File: config.mk
export PLATFORM = sky130hd
export DESIGN_NAME = vram_byte_sequencer_flat
export DESIGN_NICKNAME = d
export VERILOG_FILES = /design/src/rtl/vram_byte_sequencer_if.sv /design/src/rtl/vram_byte_sequencer.sv /design/src/flat_wrapper.sv
export SDC_FILE = /design/constraint.sdc
export NUM_CORES = 1
export LEC_CHECK = 0
export ABC_AREA = 1
export CORE_AREA = 2 2 61 63
export CTS_CLUSTER_SIZE = 30
export DETAILED_ROUTE_END_ITERATION = 6
export DIE_AREA = 0 0 63 65
export HOLD_SLACK_MARGIN = 0.03
export PLACE_DENSITY = 0.69
export RECOVER_POWER = 25
export SLEW_MARGIN = 10
export SYNTH_ARGS = -nofsm -noshare
export SYNTH_HDL_FRONTEND = slang
export SYNTH_SLANG_ARGS = --single-unit
export TNS_END_PERCENT = 1
File: constraint.sdc
create_clock -name clk -period 1.4 [get_ports clk]
set_clock_uncertainty 0.05 [all_clocks]
set_input_delay 0.28 -clock clk [delete_from_list [all_inputs] [get_ports clk]]
set_output_delay 0.28 -clock clk [all_outputs]
set_load 0.03 [all_outputs]
File: src/rtl/vram_byte_sequencer_if.sv
// vram_byte_sequencer_if: VRAM word in, gate-array byte out, plus CAS/RAS sequencing controls
interface vram_byte_sequencer_if #(
    parameter int BYTES     = 2,
    parameter int SHIFT_MAX = 1
);
    localparam int IW = $clog2(BYTES);
    localparam int SW = $clog2(SHIFT_MAX + 1);

    logic                 cpu_n;
    logic                 ras_n;
    logic                 cas_n;
    logic                 de;
    logic                 shift_en;
    logic [SW-1:0]        shift_amt;
    logic [8*BYTES-1:0]   vram_din;
    logic [7:0]           vram_d;
    logic [IW-1:0]        byte_idx;
    logic                 byte_strobe;
    logic                 last_byte;

    modport master (
        output cpu_n, ras_n, cas_n, de, shift_en, shift_amt, vram_din,
        input  vram_d, byte_idx, byte_strobe, last_byte
    );

    modport slave (
        input  cpu_n, ras_n, cas_n, de, shift_en, shift_amt, vram_din,
        output vram_d, byte_idx, byte_strobe, last_byte
    );
endinterface

File: src/rtl/vram_byte_sequencer.sv
// vram_byte_sequencer: serialises one VRAM word into per-CAS bytes with optional byte delay
module vram_byte_sequencer #(
    parameter int BYTES     = 2,
    parameter int SHIFT_MAX = 1
) (
    input logic                  clk,
    input logic                  reset,
    vram_byte_sequencer_if.slave bus
);
    localparam int IW = $clog2(BYTES);
    localparam int SW = $clog2(SHIFT_MAX + 1);
    localparam logic [IW-1:0] LAST = IW'(BYTES - 1);

    logic [BYTES-1:0][7:0] din_b;
    logic [BYTES-1:0][7:0] hold;
    logic [7:0]            vram_d;
    logic [IW-1:0]         byte_idx;
    logic [IW-1:0]         idx_next;
    logic [IW-1:0]         shift;
    logic [IW-1:0]         sel;
    logic [SW-1:0]         amt;
    logic                  byte_strobe;
    logic                  cas_n_old;
    logic                  cas_rise;
    logic                  capture;
    logic                  use_hold;

    assign din_b    = bus.vram_din;
    assign cas_rise = !bus.ras_n && !cas_n_old && bus.cas_n;
    assign capture  = !bus.ras_n && !bus.cas_n;
    assign idx_next = byte_idx == LAST ? byte_idx : byte_idx + IW'(1);

    always_comb begin
        amt      = int'(bus.shift_amt) > SHIFT_MAX ? SW'(SHIFT_MAX) : bus.shift_amt;
        shift    = bus.shift_en ? IW'(amt) : '0;
        use_hold = byte_idx < shift;
        // Modulo-2^IW wrap is exact here because the held-word index is always below BYTES
        sel      = byte_idx - shift + (use_hold ? IW'(BYTES) : '0);
    end

    always_ff @(posedge clk) begin
        if (reset) begin
            vram_d      <= '0;
            byte_idx    <= '0;
            byte_strobe <= 1'b0;
            hold        <= '0;
            cas_n_old   <= 1'b1;
        end else begin
            cas_n_old   <= bus.cas_n;
            byte_strobe <= 1'b0;
            if (!bus.cpu_n) begin
                byte_idx <= '0;
            end else begin
                if (cas_rise) begin
                    byte_idx    <= idx_next;
                    byte_strobe <= 1'b1;
                end
                if (capture) begin
                    vram_d <= use_hold ? hold[sel] : din_b[sel];
                    if (shift != '0 && byte_idx == LAST)
                        hold <= bus.de ? din_b : '0;
                end
            end
        end
    end

    assign bus.vram_d      = vram_d;
    assign bus.byte_idx    = byte_idx;
    assign bus.byte_strobe = byte_strobe;
    assign bus.last_byte   = byte_idx == LAST;
endmodule

File: src/flat_wrapper.sv
// flat-port wrapper written by rule: the top's interface ports become plain ports
module vram_byte_sequencer_flat 
#(
    parameter int BYTES     = 2,
    parameter int SHIFT_MAX = 1
)
  (clk, reset, bus_cpu_n, bus_ras_n, bus_cas_n, bus_de, bus_shift_en, bus_shift_amt, bus_vram_din, bus_vram_d, bus_byte_idx, bus_byte_strobe, bus_last_byte);
  vram_byte_sequencer_if #(.BYTES(BYTES), .SHIFT_MAX(SHIFT_MAX)) bus_i ();
  input logic clk;
  input logic reset;
  input wire logic [$bits(bus_i.cpu_n)-1:0] bus_cpu_n;
  input wire logic [$bits(bus_i.ras_n)-1:0] bus_ras_n;
  input wire logic [$bits(bus_i.cas_n)-1:0] bus_cas_n;
  input wire logic [$bits(bus_i.de)-1:0] bus_de;
  input wire logic [$bits(bus_i.shift_en)-1:0] bus_shift_en;
  input wire logic [$bits(bus_i.shift_amt)-1:0] bus_shift_amt;
  input wire logic [$bits(bus_i.vram_din)-1:0] bus_vram_din;
  output wire logic [$bits(bus_i.vram_d)-1:0] bus_vram_d;
  output wire logic [$bits(bus_i.byte_idx)-1:0] bus_byte_idx;
  output wire logic [$bits(bus_i.byte_strobe)-1:0] bus_byte_strobe;
  output wire logic [$bits(bus_i.last_byte)-1:0] bus_last_byte;
  assign bus_i.cpu_n = bus_cpu_n;
  assign bus_i.ras_n = bus_ras_n;
  assign bus_i.cas_n = bus_cas_n;
  assign bus_i.de = bus_de;
  assign bus_i.shift_en = bus_shift_en;
  assign bus_i.shift_amt = bus_shift_amt;
  assign bus_i.vram_din = bus_vram_din;
  assign bus_vram_d = bus_i.vram_d;
  assign bus_byte_idx = bus_i.byte_idx;
  assign bus_byte_strobe = bus_i.byte_strobe;
  assign bus_last_byte = bus_i.last_byte;
  vram_byte_sequencer #(.BYTES(BYTES), .SHIFT_MAX(SHIFT_MAX)) u_core (.clk(clk), .reset(reset), .bus(bus_i));
endmodule
==> impl_results.md <==
* Die Height at 65 um
* Least-Margin Pin Slew at 0.478 ns
* Syn Nets at 251
* R2R setup slack at approximately 0.060 ns
* Syn Inst Count at 225
* Chip width at between 60 and 70 um
* CTS sink count at 27
* Final core utilization at 0.531
* Minimum clock period at around 1.4 ns
* Placement Setup Slack at -0.394 ns
* GRT Util Overall at 0.173
* Crit path arrival time at 1.59 ns
* Vias in the first global route at 1320
* Routed WL per cell at around 10 um
* Gpl congestion at 0.782
* Max-slew violations at 0
* DRT iter0 DRCs at 45
* Cell accounting for the most synthesized area: dfxtp_1
* Slowest stage cell, crit path: clkdlybuf4s50_1
* WP depth at 9
* Reg clk slew, reported paths at 0.16 ns
* Nets at 290
* Post-synthesis register bit count at 27
* CP bufs+invs at 3
* IO Count at 35
* Worst Path Required at ~1.6 ns
* Setup CP Type: input port to flip-flop
* Initial Utilization at 0.411
* Final setup vio count at 0
* N_diodes at 0
* Routed Wire Length at between 3000 and 4000 um
* Final period util at 0.980
* Critical Path Start Type: input port
* Outcome: finished, final reports clean
* Total number of yosys warnings at 0
* Crit. Startpoint: bus_shift_amt
* Grt total ovfl at 0
* Initial antenna violation count at 0
* Worst R2R End: u_core.bus.vram_d[3]
* Synth cell count leaders: 81 x nand2_1, 29 x inv_1, 28 x nor2_1, 27 x dfxtp_1, 16 x nand3_1
* Die footprint at 4100 um2
* TritonRoute pass-1 iters at 4
* Core box area at 3500 um2
* P_leak at 0.000913 uW
* Row cnt at 22
* Top delay family on crit path: buffers and inverters
* CTS tree: done
* Mean Syn Cell Area at about 6.4 um2
* Sequential area share after synthesis at 0.376
* Post-route setup TNS at 0 ns
* End point of the critical path: u_core.bus.vram_d[3]
* Setup ws final at 0.0279 ns
* Hold Crit Class: flip-flop to flip-flop
* Post-CTS Setup Inserts at 0
* DR vias at 1406
* Worst Path Max Fanout at 9
* Clk_lat worst skew at 0.33 ns
* Area growth syn-to-layout at 29.2%
* Via density at 4.52
* Num CTS Buffers at 3
* Count leader, synth: nand2_1
* Ys flop type: dfxtp_1
* Worst relative slew slack at 0.681
* Largest net degree at the start of global routing at 26
* Cell depth of the worst flop-to-flop path at 7
* RSZ-0062 raised after global routing: yes
* Hold-fix buffers at CTS at 0
* First-pass GRT wire length at 5780 um
* CP Capture Type: flip-flop
* Fraction of registers with async set/reset at 0
* Root buf cell: clkbuf_4
* Most frequent CP cell: nand2_1
* Biggest cell delay along the critical path at 0.40 ns
* Remaining DRCs at 0
* Number of synthesized flops with an enable pin at 0
* PwrDens at ~780 nW/um2
* Number of hold violations in the final report at 0
* Longest Clk Path Bufs at 2
* R2r startpoint: u_core.bus.byte_idx
* Share of layout cells above drive strength 1 at 0.148
* Antenna Violating Nets Remaining at 0
* Worst-path cell chain: clkdlybuf4s50_1 > nand2_1 > inv_2 > ha_4 > buf_6 > nand2_1 > nand3_1 > nand2_1 > a21oi_2
* Max Clock Freq at 729 MHz
* Maximum vdd drop at around 0.00033 V
* Synth top area share at 0.376
* Max Cap Viol at 0
* H-tree depth at 1
* Unique masters post-synth at 19
* Port-buffer cells at 34
* Top post-synthesis cells by area: dfxtp_1 38%, nand2_1 21%, inv_1 7.6%
* Post-Synthesis Cell Area at 1440 um2
* Post-DP HPWL at 2330 um
[repair_timing]
item | in CTS | in global routing
pin swaps | 0 | 2
endpoints found under the setup margin | 23 | 35
gates resized for setup | 21 | 25
[layout by cell type (no fill, tap or decap)]
cell type        count
nor2_1              28
clkbuf_4             3
clkbuf_2            11
buf_12               1
inv_1               27
dfxtp_4              1
clkdlybuf4s15_1      1
nand3_1             16
a21oi_1             12
o21ai_0              7
dfxtp_1             26
clkdlybuf4s50_1     23
a21oi_2              3
buf_4                6
o21ai_1              3
nand2_2              1
or2_2                1
nand2_1             81
nor2_4               1
nand3_4              1
ha_2                 1
ha_4                 1
inv_6                1
buf_6                3
inv_2                2
clkinv_2             2
[how the worst min path moves through the flow]
stage	end	depth (start not counted)	startpoint	slack [ns]
3_5_place_dp	u_core.hold[13]	2	u_core.hold[13]	0.43
5_1_grt	u_core.hold[7]	2	u_core.hold[7]	0.47
4_1_cts	u_core.hold[12]	2	u_core.hold[12]	0.45
6_report	u_core.hold[13]	2	u_core.hold[13]	0.45
3_3_place_gp	u_core.hold[13]	2	u_core.hold[13]	0.42
2_1_floorplan	u_core.cas_n_old	1	reset	0.33
[power by group]
part	internal, uW	leakage, uW	switching, uW
clock network	107	0.0000177	242
registers	782	0.000220	6.70
logic	140	0.000675	166
total	1030	0.000913	414
[logic make-up after synthesis]
group / synth area share
fa+ha+maj: 0.0174
compound gates: 0.0871
simple gates: 0.369
flops: 0.376
buf+inv: 0.150
[final cells by class]
cell class	count	area [um2]
inverters	31	123
well taps	48	60.1
flip-flops and latches	27	544
multi-input cells	156	707
clock inverters	1	5.00
clock buffers	3	22.5
fillers	380	1640
repair buffers	45	394
[routing by layer]
metal | track usage | wire [um] | vias up
met5 | 0 | 0 | -
met4 | 0.0750 | 63 | 0
met3 | 0.0174 | 162 | 4
met2 | 0.279 | 1470 | 49
met1 | 0.234 | 1570 | 598
li1 | - | - | 755
[sequential cells by signal, indices dropped and copies added, names as in the netlist]
name and flops:
u_core.hold 16, u_core.bus.vram_d 8, u_core.bus.byte_idx 1, u_core.bus.byte_strobe 1, u_core.cas_n_old 1
[stage by stage]
step	instances	hold WS, ns	total power, uW	area, um2
after global routing	311	0.467	1510	1860
after CTS	311	0.452	1450	1890
after global placement	307	0.416	1110	1850
after floorplan	225	0.334	971	1440
final	311	0.455	1440	1860
after detailed placement	307	0.427	1110	1850
[tightest hold or removal path, delay by kind of cell, from the launching register on]
kind	cells	cell delay, ns
flip-flops	1	0.34
AND/OR/NAND/NOR	2	0.14
Power figures use the tool's default switching activity.
